**src/rtl/mem_pkg.sv**
```systemverilog
// Shared types and constants for the memory stage: FSM states, funct3
// access encodings, exception causes and the default bus timeout.
package mem_pkg;

  typedef enum logic [1:0] {
    ST_IDLE,
    ST_BUS,
    ST_DONE
  } state_e;

  localparam logic [2:0] F3_LB  = 3'b000;
  localparam logic [2:0] F3_LH  = 3'b001;
  localparam logic [2:0] F3_LW  = 3'b010;
  localparam logic [2:0] F3_LBU = 3'b100;
  localparam logic [2:0] F3_LHU = 3'b101;
  localparam logic [2:0] F3_SB  = 3'b000;
  localparam logic [2:0] F3_SH  = 3'b001;
  localparam logic [2:0] F3_SW  = 3'b010;

  // funct3[1:0] gives the access width, funct3[2] selects zero-extension
  localparam logic [1:0] SZ_BYTE = 2'b00;
  localparam logic [1:0] SZ_HALF = 2'b01;

  localparam logic [3:0] CAUSE_LOAD_MISALIGN  = 4'd4;
  localparam logic [3:0] CAUSE_LOAD_FAULT     = 4'd5;
  localparam logic [3:0] CAUSE_STORE_MISALIGN = 4'd6;
  localparam logic [3:0] CAUSE_STORE_FAULT    = 4'd7;

  localparam int unsigned TIMEOUT_DEFAULT = 255;

endpackage

```
**src/rtl/mem_stage_load_align.sv**
```systemverilog
// Combinational lane select and sign/zero extension of a read word;
// shared with the future fetch path.
module load_align
  import mem_pkg::*;
(
  input  logic [31:0] rdata,
  input  logic [1:0]  lane,
  input  logic [2:0]  size,
  output logic [31:0] data
);

  logic [7:0]  byte_val;
  logic [15:0] half_val;
  logic        sign_ext;

  always_comb begin
    byte_val = rdata[{lane, 3'b000} +: 8];
    half_val = lane[1] ? rdata[31:16] : rdata[15:0];
    sign_ext = ~size[2];
    case (size[1:0])
      SZ_BYTE: data = {{24{sign_ext & byte_val[7]}}, byte_val};
      SZ_HALF: data = {{16{sign_ext & half_val[15]}}, half_val};
      default: data = rdata;
    endcase
  end

endmodule

```
**src/rtl/mem_stage.sv**
```systemverilog
// Memory stage: one load or store per active stage, with misalignment and
// bus-fault detection, fully registered outputs and a bus timeout.
module mem_stage
  import mem_pkg::*;
#(
  parameter int unsigned TIMEOUT = TIMEOUT_DEFAULT
) (
  input  logic        clk,
  input  logic        reset_n,
  input  logic        active,
  input  logic        mem_read,
  input  logic        mem_write,
  input  logic [2:0]  size,
  input  logic [31:0] addr,
  input  logic [31:0] store_data,
  output logic        done,
  output logic [31:0] load_data,
  output logic        exc,
  output logic [3:0]  exc_cause,
  output logic        bus_req,
  output logic        bus_we,
  output logic [31:0] bus_addr,
  output logic [31:0] bus_wdata,
  output logic [3:0]  bus_wstrb,
  input  logic        bus_ready,
  input  logic [31:0] bus_rdata,
  input  logic        bus_error
);

  state_e      state_q, state_d;
  logic        done_q, done_d;
  logic        exc_q, exc_d;
  logic [3:0]  cause_q, cause_d;
  logic [31:0] load_data_q, load_data_d;
  logic        bus_req_q, bus_req_d;
  logic        bus_we_q, bus_we_d;
  logic [31:0] bus_addr_q, bus_addr_d;
  logic [31:0] bus_wdata_q, bus_wdata_d;
  logic [3:0]  bus_wstrb_q, bus_wstrb_d;
  logic [7:0]  cnt_q, cnt_d;
  logic        is_load_q, is_load_d;
  logic [2:0]  size_q, size_d;
  logic [1:0]  lane_q, lane_d;

  logic [31:0] aligned;
  logic        misaligned;
  logic [31:0] wdata;
  logic [3:0]  wstrb;

  load_align u_load_align (
    .rdata (bus_rdata),
    .lane  (lane_q),
    .size  (size_q),
    .data  (aligned)
  );

  always_comb begin
    misaligned = ((size[1:0] == SZ_HALF) && addr[0]) ||
                 (size[1] && (addr[1:0] != 2'b00));
    case (size[1:0])
      SZ_BYTE: begin
        wdata = {4{store_data[7:0]}};
        wstrb = 4'b0001 << addr[1:0];
      end
      SZ_HALF: begin
        wdata = {2{store_data[15:0]}};
        wstrb = 4'b0011 << {addr[1], 1'b0};
      end
      default: begin
        wdata = store_data;
        wstrb = 4'b1111;
      end
    endcase
  end

  always_comb begin
    state_d     = state_q;
    done_d      = done_q;
    exc_d       = exc_q;
    cause_d     = cause_q;
    load_data_d = load_data_q;
    bus_req_d   = bus_req_q;
    bus_we_d    = bus_we_q;
    bus_addr_d  = bus_addr_q;
    bus_wdata_d = bus_wdata_q;
    bus_wstrb_d = bus_wstrb_q;
    cnt_d       = cnt_q;
    is_load_d   = is_load_q;
    size_d      = size_q;
    lane_d      = lane_q;

    case (state_q)
      ST_IDLE: begin
        if (active) begin
          is_load_d = mem_read;
          size_d    = size;
          lane_d    = addr[1:0];
          if (!(mem_read || mem_write)) begin
            state_d = ST_DONE;
            done_d  = 1'b1;
            exc_d   = 1'b0;
            cause_d = 4'd0;
          end else if (misaligned) begin
            state_d = ST_DONE;
            done_d  = 1'b1;
            exc_d   = 1'b1;
            cause_d = mem_read ? CAUSE_LOAD_MISALIGN : CAUSE_STORE_MISALIGN;
          end else begin
            state_d     = ST_BUS;
            bus_req_d   = 1'b1;
            bus_we_d    = mem_write;
            bus_addr_d  = {addr[31:2], 2'b00};
            bus_wdata_d = wdata;
            bus_wstrb_d = wstrb;
            cnt_d       = 8'(TIMEOUT);
          end
        end
      end

      ST_BUS: begin
        // The request is withdrawn one cycle before a timeout is reported
        if (!active) begin
          state_d   = ST_IDLE;
          bus_req_d = 1'b0;
        end else if (cnt_q == 8'd0) begin
          state_d = ST_DONE;
          done_d  = 1'b1;
          exc_d   = 1'b1;
          cause_d = is_load_q ? CAUSE_LOAD_FAULT : CAUSE_STORE_FAULT;
        end else if (bus_ready) begin
          state_d   = ST_DONE;
          bus_req_d = 1'b0;
          done_d    = 1'b1;
          if (bus_error) begin
            exc_d   = 1'b1;
            cause_d = is_load_q ? CAUSE_LOAD_FAULT : CAUSE_STORE_FAULT;
          end else if (is_load_q) begin
            load_data_d = aligned;
          end
        end else begin
          cnt_d = cnt_q - 8'd1;
          if (cnt_q == 8'd1) bus_req_d = 1'b0;
        end
      end

      ST_DONE: begin
        if (!active) begin
          state_d = ST_IDLE;
          done_d  = 1'b0;
          exc_d   = 1'b0;
          cause_d = 4'd0;
        end
      end

      default: state_d = ST_IDLE;
    endcase
  end

  always_ff @(posedge clk or negedge reset_n) begin
    if (!reset_n) begin
      state_q     <= ST_IDLE;
      done_q      <= 1'b0;
      exc_q       <= 1'b0;
      cause_q     <= 4'd0;
      load_data_q <= 32'd0;
      bus_req_q   <= 1'b0;
      bus_we_q    <= 1'b0;
      bus_addr_q  <= 32'd0;
      bus_wdata_q <= 32'd0;
      bus_wstrb_q <= 4'd0;
      cnt_q       <= 8'd0;
      is_load_q   <= 1'b0;
      size_q      <= 3'd0;
      lane_q      <= 2'd0;
    end else begin
      state_q     <= state_d;
      done_q      <= done_d;
      exc_q       <= exc_d;
      cause_q     <= cause_d;
      load_data_q <= load_data_d;
      bus_req_q   <= bus_req_d;
      bus_we_q    <= bus_we_d;
      bus_addr_q  <= bus_addr_d;
      bus_wdata_q <= bus_wdata_d;
      bus_wstrb_q <= bus_wstrb_d;
      cnt_q       <= cnt_d;
      is_load_q   <= is_load_d;
      size_q      <= size_d;
      lane_q      <= lane_d;
    end
  end

  assign done      = done_q;
  assign exc       = exc_q;
  assign exc_cause = cause_q;
  assign load_data = load_data_q;
  assign bus_req   = bus_req_q;
  assign bus_we    = bus_we_q;
  assign bus_addr  = bus_addr_q;
  assign bus_wdata = bus_wdata_q;
  assign bus_wstrb = bus_wstrb_q;

endmodule

```
**config.mk**
```make
export PLATFORM = sky130hd
export DESIGN_NAME = mem_stage
export DESIGN_NICKNAME = d
export VERILOG_FILES = /design/src/rtl/mem_pkg.sv /design/src/rtl/mem_stage_load_align.sv /design/src/rtl/mem_stage.sv
export SDC_FILE = /design/constraint.sdc
export NUM_CORES = 1
export LEC_CHECK = 0
export ABC_AREA = 1
export CAP_MARGIN = 10
export CORE_ASPECT_RATIO = 0.6
export CORE_MARGIN = 10
export CORE_UTILIZATION = 50
export DETAILED_ROUTE_END_ITERATION = 16
export HOLD_SLACK_MARGIN = 0.05
export PLACE_DENSITY = 0.84
export RECOVER_POWER = 100
export SYNTH_ARGS = -nofsm -noshare
export SYNTH_HDL_FRONTEND = slang
export SYNTH_HIERARCHICAL = 1
export SYNTH_SLANG_ARGS = --single-unit
```
**constraint.sdc**
```tcl
create_clock -name clk -period 3.4 [get_ports clk]
set_clock_uncertainty 0.15 [all_clocks]
set_input_delay 0.51 -clock clk [delete_from_list [all_inputs] [get_ports clk]]
set_output_delay 0.51 -clock clk [all_outputs]
set_load 0.01 [all_outputs]
```
==> Word level (Yosys, flattened, before mapping) <==
Index checks and enable logic that the tools add are counted.
{ "totals": {"wordCells": 114, "reg_bits": 122, "in_bits": 106, "out_inout_bits": 108} }
{ "op_classes": {"shift": 3, "n_addsub": 1, "n_eq_ne": 18, "mux": 53, "reduce_logical": 19, "bitwise": 6} }
{ "op_table": {"columns": ["op", "count"], "rows": [
  ["$pmux 32 s2", 2],
  ["$mux 8", 6],
  ["$mux 4", 8],
  ["$shiftx 32x6->8", 1],
  ["$mux 1", 20],
  ["$mux 2", 9],
  ["$reduce_and 6->1", 3],
  ["$mux 16", 1],
  ["$pmux 8 s2", 1],
  ["$ne 2x2->1 const B", 7],
  ["$reduce_and 7->1", 2],
  ["$ne 3x3->1 const B", 4],
  ["$pmux 4 s3", 1],
  ["$eq 8x1->1 const B", 1],
  ["$logic_not 8->1", 1],
  ["$ne 4x4->1 const B", 2],
  ["$pmux 4 s2", 1],
  ["$sub 8x1->8 const B", 1],
  ["$eq 2x1->1 const B", 3],
  ["$logic_not 2->1", 3],
  ["$pmux 1 s3", 2],
  ["$pmux 2 s3", 1],
  ["$not 1->1", 4],
  ["$reduce_and 4->1", 1],
  ["11 further kinds", 15]
]} }

==> Logic depth before layout (Yosys ltp) <==
Gate-level depths: netlist of run 1.
{ "logic_depth": {"ltp_word": 7, "depth_mapped": 11, "depth_no_buf": 11} }

==> By module <==
The synthesis of run 1 kept the hierarchy.
{ "by_module_without_submodules": {"columns": ["module", "instances", "area_per_inst_um2", "cells_each"], "rows": [
  ["mem_stage", 1, 5462.7, 659],
  ["load_align", 1, 920.9, 154]
]} }

==> Least setup slack after synthesis of run 1 <==
Ideal clock, no wire load.
{ "synth_path": {"path_type": "flip-flop to flip-flop", "startpoint": "register state_q[0]", "endpoint": "register bus_wdata_q[24] (netlist: bus_wdata[24])", "path_stages_with_launch": 11, "t_arrival_ns": 1.482, "path_buffers": 1, "required_ns": 3.128, "setup_ns": 0.122, "path_slack_ns": 1.645, "synth_period_minus_slack_ns": 1.755, "path_cell_list": "dfrtp_1 -> inv_1 -> ha_1 -> inv_2 -> nor2_1 -> nand2_2 -> nor2_8 -> inv_4 -> buf_2 -> nand2_1 -> o21ai_1"} }
{ "synth_via": {"elab_chain_cells": 2} }
{ "synth_rtl": {"columns": ["item", "line", "text"], "rows": [
  ["from (decl)", "mem_stage.sv:30", "state_e state_q, state_d;"],
  ["from (signal assigned)", "mem_stage.sv:176", "state_q <= state_d;"],
  ["$logic_not 2->1", "mem_stage.sv:92", "case (state_q)"],
  ["$reduce_and 4->1 (no line)", null, null],
  ["to (signal assigned)", "mem_stage.sv:184", "bus_wdata_q <= bus_wdata_d;"],
  ["to (decl)", "mem_stage.sv:38", "logic [31:0] bus_wdata_q, bus_wdata_d;"]
]} }
Every way passes these cells.
A chain may end at the register's enable or synchronous reset.

==> Final worst setup path of run 1 <==
{ "layout_path": {"startpoint": "register state_q[1]", "endpoint": "register load_data_q[28] (netlist: load_data[28])"} }
{ "layout_via": {"elab_chain_cells": 2} }
{ "layout_rtl": {"columns": ["item", "line", "text"], "rows": [
  ["$eq 2x1->1", "mem_stage.sv:92", null],
  ["$reduce_and 6->1 (no line)", null, null],
  ["to (signal assigned)", "mem_stage.sv:180", "load_data_q <= load_data_d;"],
  ["to (decl)", "mem_stage.sv:34", "logic [31:0] load_data_q, load_data_d;"]
]} }
Every way passes these cells.

==> impl_metrics.toml, run 1 <==
[power_and_ir_drop]
leakage_nw = 4.74
clkPwrFrac_pct = 23.6
ir_worst_vdd_uv = 489
power.density_nw_per_um2 = 863
switchingPower_w = 0.00303
sw_frac_of_total_pct = 38.7
pwr-share-seq_pct = 32.1
power.total_w = 0.00782
internal_power_w = 0.00479
combPwrFrac_pct = 44.3

[detailed_routing]
ant_nets = 0
wirelength_um = 20100
avgViaCountPerCell = 5.13
drtIter0Drc = 499
first_pass_iters = 5
vias = 6100
wl_per_cell_um = 16.9
drc_errors = 0

[synth]
syn-cell-area_um2 = 6380
yosys.area.top_type_share_pct = 47.0
ys_types = 40
synth_async_sr_flop_share_pct = 100
ys_seq_area_share_pct = 47.0
syn_inst = 813
avgSynthCellArea_um2 = 7.85
yosysMostFrequentCell = "nand2_1"
yosysTopAreaCell = "dfrtp_1"
synth-edff-count = 0
synthTopCellsByArea = "dfrtp_1, nand2_1, nand3_1"
ys.flop_type = "dfrtp_1"
yosys_warnings = 6
synth-seq-cells = 120
yosys-top-cells-count = "nand2_1, dfrtp_1, nand3_1"

[critical_path]
critPathMaxFanout = 32
path_cells = "inv_1 -> ha_1 -> inv_1 -> or2_0 -> nor2_4 -> nand2_4 -> nand2_1 -> nand2_1"
crit_slowest_cell = "nor2_4"
crit_arrival_ns = 2.94
reg2reg_slack_ns = 0.61
max_stage_delay_ns = 0.48
worstSetupPathType = "flop to flop"
start_kind = "flop"
crit_path_end_kind = "flop"
critPathRequiredTime_ns = 3.55

[timing]
min_period_ns = 2.79
finalCritPeriodShare_pct = 82.1
whs_ns = 0.313
finalHoldViolations = 0
maxSlewHeadroom_pct = 5.53
fin_tns_setup_ns = 0
max_freq_ghz = 0.358
rsz0062_at_grt = "no"
worstMarginPinSlew_ns = 1.42
setup_viol = 0
drv_slew = 0

[layout]
synthToLayoutAreaGrowth_pct = 41.9
final_area_um2 = 9060
antennaDiodeCount = 0
nNetsFinal = 1125
layout-drive-gt1-share_pct = 9.17
fillers = 932

[floorplanning]
boundaryPins = 214
core_um2 = 12300
dieArea_um2 = 17800
initial_utilization_pct = 52.1
fp-row-count = 31
die_h_um = 108
die_w_um = 166

[clock_network]
clkLatencyLatePin_ns = 0.41
cts_setup_buffers = 0
cts.repair.resized = 0
ctsHoldBuffers = 1
cts.path.max_buffers = 2
clock-root-buffer = "clkbuf_16"
cts.sinks = 120
htreeDepth = 4
clkSlewWorstSetupHoldPaths_ns = 0.06
numCtsBuffers = 17
cts_tree = "done"

[placement]
dp_hpwl_um = 14800
dpl_cell_area_um2 = 8460
place_congestion = 0.925
port_buffers = 210

[global_route]
gr-total-overflow = 0
grt_pass1_wl_um = 31900
antenna_found_initial = 0
grt_start_max_net_pins = 56
grt_pass1_vias = 5846
grtUsageTotal_pct = 22.1

[outcome]
status = "finished clean"

[worst_hold_path]
worstHoldPathType = "flop to flop"

[job]
maxCapViolations = 0
==> flip-flops by register name (all words and copies together), names as in the netlist, 2 cells and up <==
| name | flops |
|---|---|
| state_q | 2 |
| load_data | 32 |
| size_q | 3 |
| exc_cause | 3 |
| cnt_q | 8 |
| bus_wdata | 32 |
| bus_addr | 30 |
| bus_wstrb | 4 |
| lane_q | 2 |
==> area by class of cell <==
| cell class | count | area (um2) | share of cell area, % |
|---|---|---|---|
| clock buffers | 18 | 429 | 4.74 |
| repair buffers | 221 | 2220 | 24.6 |
| flip-flops and latches | 120 | 3000 | 33.1 |
| inverters | 38 | 153 | 1.68 |
| multi-input cells | 614 | 2870 | 31.7 |
| well taps | 165 | 206 | 2.28 |
| clock inverters | 14 | 175 | 1.93 |
==> stage by stage <==
step                util, %  instances  setup WS (ns)
global placement       69.0       1156          0.781
detailed placement     69.0       1156          0.763
finish                 73.9       1190          0.610
floorplan                 -        815           1.65
global route           73.9       1190          0.399
CTS                    74.0       1189          0.748
==> power groups by stage <==
| stage | Clock [W] | Combinational [W] | Sequential [W] |
|---|---|---|---|
| floorplan | 0 | 0.00180 | 0.00271 |
| global placement | 0 | 0.00355 | 0.00257 |
| detailed placement | 0 | 0.00364 | 0.00258 |
| CTS | 0.00187 | 0.00367 | 0.00257 |
| global route | 0.00195 | 0.00384 | 0.00259 |
| finish | 0.00184 | 0.00346 | 0.00251 |
==> layer usage <==
layer | global-route usage, % | wire (um) | share of wire, % | up-vias
li1 | - | - | - | 2994
met1 | 29.2 | 9030 | 45 | 2829
met2 | 33.7 | 8970 | 45 | 255
met3 | 8.13 | 1860 | 9.3 | 22
met4 | 5.73 | 240 | 1.2 | 0
met5 | 0 | 0 | 0 | -
==> cells by family (layout without fill, tap and decap cells) <==
logic type,Yosys count,in the layout,synth area share (%)
buffers and inverters,81,291,7.64
and+or+nand+nor,522,522,36.5
AOI/OAI and AO/OA,79,79,6.70
adders and majority gates,7,7,1.37
DFF,120,120,47.0
other,1,3,0.0587
muxes,3,3,0.706
==> critical path, delay by kind of cell, from the launching register on <==
kind / cells / cell delay, ns
adders and majority gates: 1 / 0.42
DFF: 1 / 0.42
and+or+nand+nor: 5 / 1.37
buffers and inverters: 2 / 0.31
==> worst paths after layout <==
kind / startpoint / end / cells after the start
max: state_q[1] / load_data[28] / 8
min: load_data[5] / load_data[5] / 2
max reg2reg: state_q[1] / load_data[28] / 8
min reg2reg: load_data[5] / load_data[5] / 2
max in group asynchronous: reset_n / done / 3
min in group asynchronous: reset_n / load_data[11] / 2
==> cells in the final DEF, fill, tap and decap left out, types with 4 or more instances in the layout <==
| cell type | Yosys | final |
|---|---|---|
| clkdlybuf4s50_1 | 0 | 104 |
| o211ai_1 | 7 | 7 |
| nand2_2 | 10 | 9 |
| nand2_1 | 375 | 376 |
| dfrtp_1 | 120 | 120 |
| nand3_2 | 18 | 18 |
| inv_1 | 31 | 34 |
| nand2_4 | 4 | 4 |
| a21oi_1 | 18 | 18 |
| nand4_1 | 5 | 5 |
| clkinv_4 | 0 | 5 |
| clkbuf_16 | 0 | 17 |
| ha_1 | 7 | 7 |
| nor2_4 | 4 | 4 |
| nor2_1 | 21 | 22 |
| or2_2 | 5 | 5 |
| o21ai_0 | 23 | 48 |
| dlygate4sd3_1 | 0 | 106 |
| o21ai_1 | 26 | 4 |
| nand3_1 | 62 | 62 |
| buf_4 | 9 | 6 |
(Power assumes the default switching activity.)
==> inputs of run 2 (changes only) <==
--- a/config.mk
+++ b/config.mk
@@ -9,10 +9,10 @@
 export CAP_MARGIN = 10
 export CORE_ASPECT_RATIO = 0.6
 export CORE_MARGIN = 10
-export CORE_UTILIZATION = 50
+export CORE_UTILIZATION = 46
 export DETAILED_ROUTE_END_ITERATION = 16
 export HOLD_SLACK_MARGIN = 0.05
-export PLACE_DENSITY = 0.84
+export PLACE_DENSITY = 0.78
 export RECOVER_POWER = 100
 export SYNTH_ARGS = -nofsm -noshare
 export SYNTH_HDL_FRONTEND = slang
==> constraint.sdc (replaced) <==
create_clock -name clk -period 2.8 [get_ports clk]
set_clock_uncertainty 0.15 [all_clocks]
set_input_delay 0.42 -clock clk [delete_from_list [all_inputs] [get_ports clk]]
set_output_delay 0.42 -clock clk [all_outputs]
set_load 0.01 [all_outputs]
==> impl_metrics.toml, run 2 (same netlist as run 1, synthesis figures left out) <==
[outcome]
status = "finished clean"

[timing]
maxSlewHeadroom_pct = 48.5
rsz0062_at_grt = "no"
fin_tns_setup_ns = 0
finalCritPeriodShare_pct = 84.3
worstMarginPinSlew_ns = 0.773
setup_viol = 0
drv_slew = 0
finalHoldViolations = 0
max_freq_ghz = 0.424
min_period_ns = 2.36
whs_ns = 0.312

[clock_network]
numCtsBuffers = 17
clkLatencyLatePin_ns = 0.40
cts_tree = "done"
ctsHoldBuffers = 1
cts_setup_buffers = 0
cts.sinks = 120
cts.path.max_buffers = 2
clock-root-buffer = "clkbuf_16"
cts.repair.resized = 0
htreeDepth = 4
clkSlewWorstSetupHoldPaths_ns = 0.06

[global_route]
antenna_found_initial = 0
grt_start_max_net_pins = 121
grt_pass1_wl_um = 32100
grtUsageTotal_pct = 20.8
gr-total-overflow = 0
grt_pass1_vias = 5868

[critical_path]
r2r_cells = 10
reg2reg_slack_ns = 0.44
r2r-start = "state_q[0]"
path_buf_inv = 4
critical-path-top-delay-family = "simple AND/OR/NAND/NOR gates"
crit_arrival_ns = 2.47
rr_endpoint = "bus_wdata[10]"
critPathRequiredTime_ns = 2.91
crit_cells = 10
max_stage_delay_ns = 0.41
crit_path_end_kind = "flop"
crit_slowest_cell = "dfrtp_1"
path_cells = "inv_1 -> ha_1 -> inv_1 -> nor2_1 -> nand2_1 -> nor2_8 -> inv_4 -> clkbuf_4 -> nand2_1 -> o21ai_0"
start_kind = "flop"
worstSetupPathType = "flop to flop"
critPathMaxFanout = 51

[worst_hold_path]
hp-start = "bus_addr[18]"
whs_path_depth = 2
worstHoldPathType = "flop to flop"
hold_path_end = "bus_addr[18]"

[layout]
final_area_um2 = 9070
antennaDiodeCount = 0
layout-drive-gt1-share_pct = 9.53
nNetsFinal = 1128
final_common_cell = "nand2_1"
synthToLayoutAreaGrowth_pct = 42.1
layout_common_cells = "nand2_1, dfrtp_1, dlygate4sd3_1"

[floorplanning]
die_h_um = 111
dieArea_um2 = 19100
fp-row-count = 33
die_w_um = 172
boundaryPins = 214
core_um2 = 13600
initial_utilization_pct = 46.9

[detailed_routing]
first_pass_iters = 4
wl_per_cell_um = 16.7
drtIter0Drc = 632
wirelength_um = 20100
vias = 6105
drc_errors = 0
ant_nets = 0
avgViaCountPerCell = 5.07

[placement]
place_congestion = 0.902
dp_hpwl_um = 14900
dpl_cell_area_um2 = 8500
port_buffers = 210

[power_and_ir_drop]
power.density_nw_per_um2 = 1040
ir_worst_vdd_uv = 492
leakage_nw = 4.76

[job]
maxCapViolations = 0
-- run 2: area by class of cell --
class / count / area [um2]
tap: 175 / 219
inverter: 38 / 155
timing repair buffer: 224 / 2220
clock inverter: 13 / 144
clock buffer: 19 / 453
fill: 1145 / 4550
sequential: 120 / 3000
multi-input combinational: 614 / 2880
-- run 2: worst max-delay path by stage --
stage	start	to	slack, ns
floorplan	state_q[0]	bus_wdata[24]	1.05
global placement	size[1]	bus_wdata[31]	0.46
detailed placement	size[1]	bus_wdata[10]	0.37
CTS	state_q[1]	load_data[15]	0.60
global route	state_q[1]	bus_wstrb[0]	0.27
finish	state_q[0]	bus_wdata[10]	0.44
-- run 2: where the power goes --
group	total [W]	internal, W	switching, W
Sequential	0.00307	0.00252	0.000545
Clock	0.00220	0.00137	0.000829
Combinational	0.00417	0.00187	0.00230
Total	0.00943	0.00576	0.00367
-- run 2: through the flow --
| stage | setup WS (ns) | utilization (%) | total power, W | std cells |
|---|---|---|---|---|
| floorplan | 1.05 | - | 0.00548 | 815 |
| global placement | 0.457 | 62.4 | 0.00749 | 1170 |
| detailed placement | 0.367 | 62.4 | 0.00760 | 1170 |
| CTS | 0.605 | 66.8 | 0.00984 | 1203 |
| global route | 0.266 | 66.6 | 0.0101 | 1203 |
| finish | 0.441 | 66.6 | 0.00943 | 1203 |
-- run 2: routing by layer --
metal  track usage [%]  up-vias  share of wire (%)
li1                  -     2991                  -
met1              29.0     2861                 45
met2              30.6      235                 44
met3              6.65       18                 10
met4              4.92        0               0.85
met5                 0        -                  0
-- run 2: worst reg2reg max path: stages, from the launching register on --
cell and delay [ns]:
dfrtp_1 0.41, inv_1 0.10, ha_1 0.30, inv_1 0.11
nor2_1 0.11, nand2_1 0.22, nor2_8 0.16, inv_4 0.04
clkbuf_4 0.35, nand2_1 0.16, o21ai_0 0.11
